### src/rtl/port_supervisor.sv
// Port supervisor for QSFP/HDMI cages: presence debounce, module reset sequencing,
// hot-plug qualification and status LEDs. Each channel runs independently of the others.
module port_supervisor #(
   parameter int CHANNELS            = 2,
   parameter int CLOCK_FREQUENCY     = 200_000_000,
   parameter int BLINK_HZ            = 1,
   parameter int DEBOUNCE_CYCLES     = 1_000_000,
   parameter int MODULE_RESET_CYCLES = 2_000,
   parameter int STARTUP_CYCLES      = 200_000,
   parameter int LED_ACTIVE_LOW      = 1
) (
   input  logic                system_clock,
   input  logic                system_reset,
   input  logic [CHANNELS-1:0] modprsl,
   input  logic [CHANNELS-1:0] run,
   input  logic [CHANNELS-1:0] restart,
   output logic [CHANNELS-1:0] resetl,
   output logic [CHANNELS-1:0] channel_reset,
   output logic [CHANNELS-1:0] hpd,
   output logic [CHANNELS:0]   led
);

   localparam int DB_W     = (DEBOUNCE_CYCLES > 1) ? $clog2(DEBOUNCE_CYCLES) : 1;
   localparam int TMR_MAX  = (MODULE_RESET_CYCLES > STARTUP_CYCLES) ? MODULE_RESET_CYCLES
                                                                    : STARTUP_CYCLES;
   localparam int TMR_W    = (TMR_MAX > 1) ? $clog2(TMR_MAX) : 1;
   localparam int HALF_RAW = CLOCK_FREQUENCY / (2 * BLINK_HZ);
   localparam int HALF     = (HALF_RAW > 1) ? HALF_RAW : 1;
   localparam int BL_W     = (HALF > 1) ? $clog2(HALF) : 1;

   localparam logic [DB_W-1:0]  DB_LAST   = DB_W'(DEBOUNCE_CYCLES - 1);
   localparam logic [DB_W-1:0]  DB_ONE    = DB_W'(1);
   localparam logic [TMR_W-1:0] HOLD_LAST = TMR_W'(MODULE_RESET_CYCLES - 1);
   localparam logic [TMR_W-1:0] WAIT_LAST = TMR_W'(STARTUP_CYCLES - 1);
   localparam logic [TMR_W-1:0] TMR_ONE   = TMR_W'(1);
   localparam logic [BL_W-1:0]  BL_LAST   = BL_W'(HALF - 1);
   localparam logic [BL_W-1:0]  BL_ONE    = BL_W'(1);
   localparam logic             LED_INV   = (LED_ACTIVE_LOW != 0);

   typedef enum logic [1:0] {ST_ABSENT, ST_HOLD, ST_WAIT, ST_ACTIVE} state_t;

   logic [CHANNELS-1:0] sync1_q, sync1_d, sync2_q, sync2_d;
   logic [CHANNELS-1:0] present_db_q, present_db_d;
   logic [DB_W-1:0]     db_cnt_q [CHANNELS];
   logic [DB_W-1:0]     db_cnt_d [CHANNELS];
   state_t              state_q  [CHANNELS];
   state_t              state_d  [CHANNELS];
   logic [TMR_W-1:0]    tmr_q    [CHANNELS];
   logic [TMR_W-1:0]    tmr_d    [CHANNELS];
   logic [BL_W-1:0]     blink_cnt_q, blink_cnt_d;
   logic                blink_phase_q, blink_phase_d;
   logic                alive_q, alive_d;
   logic [CHANNELS-1:0] port_lit;

   // Presence is synchronised, then must hold a new level for DEBOUNCE_CYCLES samples.
   always_comb begin
      sync1_d      = ~modprsl;
      sync2_d      = sync1_q;
      present_db_d = present_db_q;
      for (int i = 0; i < CHANNELS; i++) begin
         db_cnt_d[i] = '0;
         if (sync2_q[i] != present_db_q[i]) begin
            if (db_cnt_q[i] == DB_LAST) begin
               present_db_d[i] = sync2_q[i];
            end else begin
               db_cnt_d[i] = db_cnt_q[i] + DB_ONE;
            end
         end
      end
   end

   // Removal outranks restart; restart is meaningless while no module is seated.
   always_comb begin
      for (int i = 0; i < CHANNELS; i++) begin
         state_d[i] = state_q[i];
         tmr_d[i]   = tmr_q[i] + TMR_ONE;
         if (!present_db_q[i]) begin
            state_d[i] = ST_ABSENT;
            tmr_d[i]   = '0;
         end else if (restart[i] && (state_q[i] != ST_ABSENT)) begin
            state_d[i] = ST_HOLD;
            tmr_d[i]   = '0;
         end else begin
            case (state_q[i])
               ST_ABSENT: begin
                  state_d[i] = ST_HOLD;
                  tmr_d[i]   = '0;
               end
               ST_HOLD: begin
                  if (tmr_q[i] == HOLD_LAST) begin
                     state_d[i] = ST_WAIT;
                     tmr_d[i]   = '0;
                  end
               end
               ST_WAIT: begin
                  if (tmr_q[i] == WAIT_LAST) begin
                     state_d[i] = ST_ACTIVE;
                     tmr_d[i]   = '0;
                  end
               end
               ST_ACTIVE: tmr_d[i] = '0;
            endcase
         end
      end
   end

   always_comb begin
      blink_cnt_d   = blink_cnt_q + BL_ONE;
      blink_phase_d = blink_phase_q;
      if (blink_cnt_q == BL_LAST) begin
         blink_cnt_d   = '0;
         blink_phase_d = ~blink_phase_q;
      end
      alive_d = ~system_reset;
   end

   always_comb begin
      resetl        = '0;
      channel_reset = '1;
      hpd           = '0;
      port_lit      = '0;
      for (int i = 0; i < CHANNELS; i++) begin
         resetl[i]        = (state_q[i] == ST_WAIT) || (state_q[i] == ST_ACTIVE);
         channel_reset[i] = (state_q[i] != ST_ACTIVE);
         hpd[i]           = (state_q[i] == ST_ACTIVE);
         if (state_q[i] == ST_ACTIVE && run[i]) begin
            port_lit[i] = 1'b1;
         end else if (state_q[i] != ST_ABSENT) begin
            port_lit[i] = blink_phase_q;
         end
      end
   end

   assign led = {alive_q, port_lit} ^ {(CHANNELS + 1){LED_INV}};

   always_ff @(posedge system_clock) begin
      if (system_reset) begin
         sync1_q       <= '0;
         sync2_q       <= '0;
         present_db_q  <= '0;
         blink_cnt_q   <= '0;
         blink_phase_q <= 1'b0;
         alive_q       <= 1'b0;
         for (int i = 0; i < CHANNELS; i++) begin
            db_cnt_q[i] <= '0;
            state_q[i]  <= ST_ABSENT;
            tmr_q[i]    <= '0;
         end
      end else begin
         sync1_q       <= sync1_d;
         sync2_q       <= sync2_d;
         present_db_q  <= present_db_d;
         blink_cnt_q   <= blink_cnt_d;
         blink_phase_q <= blink_phase_d;
         alive_q       <= alive_d;
         for (int i = 0; i < CHANNELS; i++) begin
            db_cnt_q[i] <= db_cnt_d[i];
            state_q[i]  <= state_d[i];
            tmr_q[i]    <= tmr_d[i];
         end
      end
   end

endmodule

### config.mk
export PLATFORM = sky130hd
export DESIGN_NAME = port_supervisor
export DESIGN_NICKNAME = d
export VERILOG_FILES = /design/src/rtl/port_supervisor.sv
export SDC_FILE = /design/constraint.sdc
export NUM_CORES = 1
export LEC_CHECK = 0
export CORE_MARGIN = 8
export CORE_UTILIZATION = 50
export CTS_CLUSTER_DIAMETER = 80
export DETAILED_ROUTE_END_ITERATION = 12
export HOLD_SLACK_MARGIN = 0.06
export PLACE_DENSITY = 0.76
export SKIP_CTS_REPAIR_TIMING = 1
export SYNTH_ARGS = -nofsm -noshare
export SYNTH_HDL_FRONTEND = slang
export SYNTH_SLANG_ARGS = --single-unit
### constraint.sdc
create_clock -name system_clock -period 2.5 [get_ports system_clock]
set_input_delay 0.5 -clock system_clock [delete_from_list [all_inputs] [get_ports system_clock]]
set_output_delay 0.5 -clock system_clock [all_outputs]
set_load 0.02 [all_outputs]
Word level (Yosys, flattened, before mapping):

Memory sizes are Yosys's and may differ from the RTL's.
Cells that the tools add are included.

* $add $sub $neg: 5
* multipliers: 0
* div/mod/pow operators: 0
* magnitude comparators: 0
* eq/ne operators: 17
* shifts and indexed selects: 0
* muxes and demuxes: 37
* bitwise gates (word level): 10
* reduce and logical (&&, ||, !) cells: 15

Operators with widths (number)
* $mux 18: 10
* $mux 20: 6
* $pmux 18 s3: 2
* $add 20x1->20 const B: 2
* $eq 20x20->1 const B: 2
* $add 18x1->18 const B: 2
* $eq 18x11->1 const B: 2
* $eq 18x18->1 const B: 2
* $add 27x1->27 const B: 1
* $eq 27x27->1 const B: 1
* $mux 2: 10
* $pmux 2 s3: 2
* $eq 2x2->1 const B: 4
* $mux 1: 7
* $or 1x1->1: 6
* $reduce_or 2->1: 3
* $eq 2x1->1 const B: 2
* $logic_and 1x1->1: 4
* $logic_not 2->1: 2
* $ne 2x2->1 const B: 2
* $reduce_and 2->1: 2
* $reduce_bool 2->1: 2
* $not 3->3: 1
* $logic_or 1x1->1: 2
* other kinds (3): 5

* register bits after elaboration: 35
* bits in latches: 0
* bits in writable memories: 80
* ROM bits: 0
* bits of input ports: 8
* memories: 3

Memory list
* db_cnt_q: words 2, bits a word 20, read ports 2, clocked after memory_dff 0, wr ports 2, RTL line 44 `logic [DB_W-1:0] db_cnt_q [CHANNELS];`
* tmr_q: words 2, bits a word 18, read ports 2, clocked after memory_dff 0, wr ports 2, RTL line 48 `logic [TMR_W-1:0] tmr_q [CHANNELS];`
* state_q: words 2, bits a word 2, read ports 2, clocked after memory_dff 0, wr ports 2, RTL line 46 `state_t state_q [CHANNELS];`

Depth between registers and ports, before layout:

* word-level depth: 6
* gate-level depth with buffers: 8
* gate-level depth less buffers: 7

Worst setup path after synthesis:

Ideal clock, no wire load.

* path kind: flip-flop to flip-flop
* start point: memory tmr_q[0][23] (netlist name)
* end point: memory tmr_q[0][28] (netlist name)
* setup time: 0.115 ns
* arrival time: 2.060 ns
* setup slack: 0.326 ns
* stages on the path, launching flop included: 7
* period minus slack after synthesis: 2.174 ns
* path through: dfxtp_1 -> or4_1 -> or4_1 -> o31a_1 -> a22oi_4 -> buf_6 -> nor2_1

RTL lines (RTL line)
* start, declared: 48

==> flow_summary.ini <==
[clock_network]
clk_pin_slew_ns = 0.05
root_buffer = clkbuf_8
cts.sinks = 115
cts_htree_levels = 4
cts_made_buffers = 17
clockBufferDepth = 2
cts_tree = built
clkLatencyLatePin_ns = 0.51

[yosys]
synthAdderAreaFrac = 0.0408
seq_area_frac_synth = 0.441
synth-simple-area-share = 0.292
yosys_warnings = 0
syn_avg_cell_area_sq_um = 8.62
synth-main-ff-cell = dfxtp_1
yosysTopAreaCell = dfxtp_1
synth_top_area_frac = 0.441
synth-compound-area-share = 0.0295
async_reset_ff_frac = 0
ys_types = 38
syn_area_sq_um = 5220
syn_nets = 630
synthMostInstantiatedCell = nor2_1
yosys-mux-area-fraction = 0.00576
synth-edff-count = 0
synth_common_cells = 133 x nor2_1, 115 x dfxtp_1, 49 x xnor2_1
synth_xor_area_frac = 0.161
ys_seq_elements = 115
synth_top_family_by_area = simple AND/OR/NAND/NOR gates
synth_area_leaders = dfxtp_1 44%, nor2_1 9.6%, xnor2_1 8.2%, xor2_1 7.9%, nand3_1 4.2%
syn_inst = 605

[global_route]
overflow = 0
grt_pass1_wl_um = 17300
antenna_found_initial = 0
grt_pass1_vias = 4074
grt_use_total = 0.146
grt_max_degree = 27

[pwr]
total_leakage_power_nw = 2.17
power_density_nw_per_um2 = 686
vdd_drop_max_mv = 0.379

[worst_setup_path]
cp-end-kind = primary output
critical_path_class = flip-flop to primary output
arrival_ns = 1.84
critPathRequiredTime_ns = 2.00
critPathLaunchType = flip-flop
crit_fanout = 6

[sta]
worst_clock_skew_ns = 0.0108
tightest_slew_ns = 0.697
min_period_ns = 2.34
setup_viol = 0
worst_hold_slack_ns = 0.445
slew_headroom = 0.532
post-route-period-util = 0.936
finalMaxSlewViolations = 0
finalHoldViolCount = 0
timing.fmax_mhz = 428
grt_setup_unrepaired = false

[detailed_routing]
first_iter_violations = 399
wirelength_um = 9920
route.detailed.drc = 0
avgViaCountPerCell = 5.25
wl_per_cell_um = 12.7
dr.pass1.iters = 5
ant_nets = 0
vias = 4102

[run]
maxCapViolCount = 0

[hold_path]
min_path_type = flip-flop to flip-flop

[place]
port_buffers = 16
finalWeightedCongestion = 0.826
dp_hpwl_um = 6760

[floorplan]
start_util = 0.510
ios = 17
core_sq_um = 10200
die_y_um = 118
die_area_sq_um = 14000
rows = 37
chipWidth_um = 118

[final_layout]
drive_above_1_share = 0.0712
antenna_cells = 0
nNetsFinal = 659
synthToLayoutAreaGrowth_pct = 17.7
postLayoutCoreUtil = 0.600

[status]
status = finished clean
[registers in the layout (all words and copies together), names as in the netlist, 2 cells and up]
signal and flops:
db_cnt_q 40, tmr_q 36, blink_cnt_q 27, state_q 4
present_db_q 2, sync1_q 2, sync2_q 2
[power by group]
group	leakage [nW]	total (W)	switching, W	internal [W]
logic	0.963	0.0000429	0.0000225	0.0000204
clock network	0.278	0.00232	0.000788	0.00153
registers	0.929	0.00185	0.00000632	0.00184
total	2.17	0.00421	0.000817	0.00339
[stage by stage]
step | total power, W | cell area, sq um | setup WS [ns] | instances | setup TNS (ns)
global route | 0.00435 | 6140 | 0.0781 | 782 | 0
finish | 0.00421 | 6140 | 0.161 | 782 | 0
floorplan | 0.00191 | 5220 | 0.326 | 605 | 0
detailed placement | 0.00193 | 5550 | 0.233 | 751 | 0
CTS | 0.00426 | 6130 | -0.199 | 782 | -0.660
global placement | 0.00193 | 5550 | 0.315 | 751 | 0
[cells in the final DEF, fill, tap and decap left out, drive strengths merged, types with 16 or more instances in the layout]
cell,Yosys,final
nor2,133,133
dfxtp,115,115
xnor2,49,49
xor2,47,47
nand3,44,44
nand2,36,36
inv,25,25
nand4,22,22
clkbuf,12,21
and3,18,18
ha,17,17
nor3,16,16
[layout make-up]
type	count	area, sq um
fill	819	4090
multi-input combinational	452	2760
sequential	115	2300
clock buffer	21	439
timing repair buffer	23	235
tap	136	170
clock inverter	10	134
inverter	25	93.8
[path summary, 6_finish.rpt]
| kind | start | slack (ns) | end | cells after the start |
|---|---|---|---|---|
| worst max-delay path | state_q[0][1] | 0.16 | hpd[0] | 2 |
| worst min-delay path | sync1_q[0] | 0.45 | sync2_q[0] | 1 |
| worst max register to register | tmr_q[0][23] | 0.27 | tmr_q[0][33] | 6 |
| worst min register to register | sync1_q[0] | 0.45 | sync2_q[0] | 1 |
[per-layer routing]
metal	global-route usage	wire, um
met2	0.251	4950
met3	0.0494	338
met4	0.0600	104
met1	0.161	4530
met5	0	0
[worst max-delay path: stages, from the launching register on]
cell and delay [ns]:
dfxtp_1 0.44, ha_1 0.26, clkdlybuf4s50_1 0.63
[logic make-up (layout without fill, tap and decap cells)]
logic type	after synthesis	after routing
fa+ha+maj	17	17
flops	115	115
simple gates	317	317
mux	3	3
xor+xnor	96	96
compound gates	19	19
buf+inv	38	79
Power figures use the tool's default switching activity.
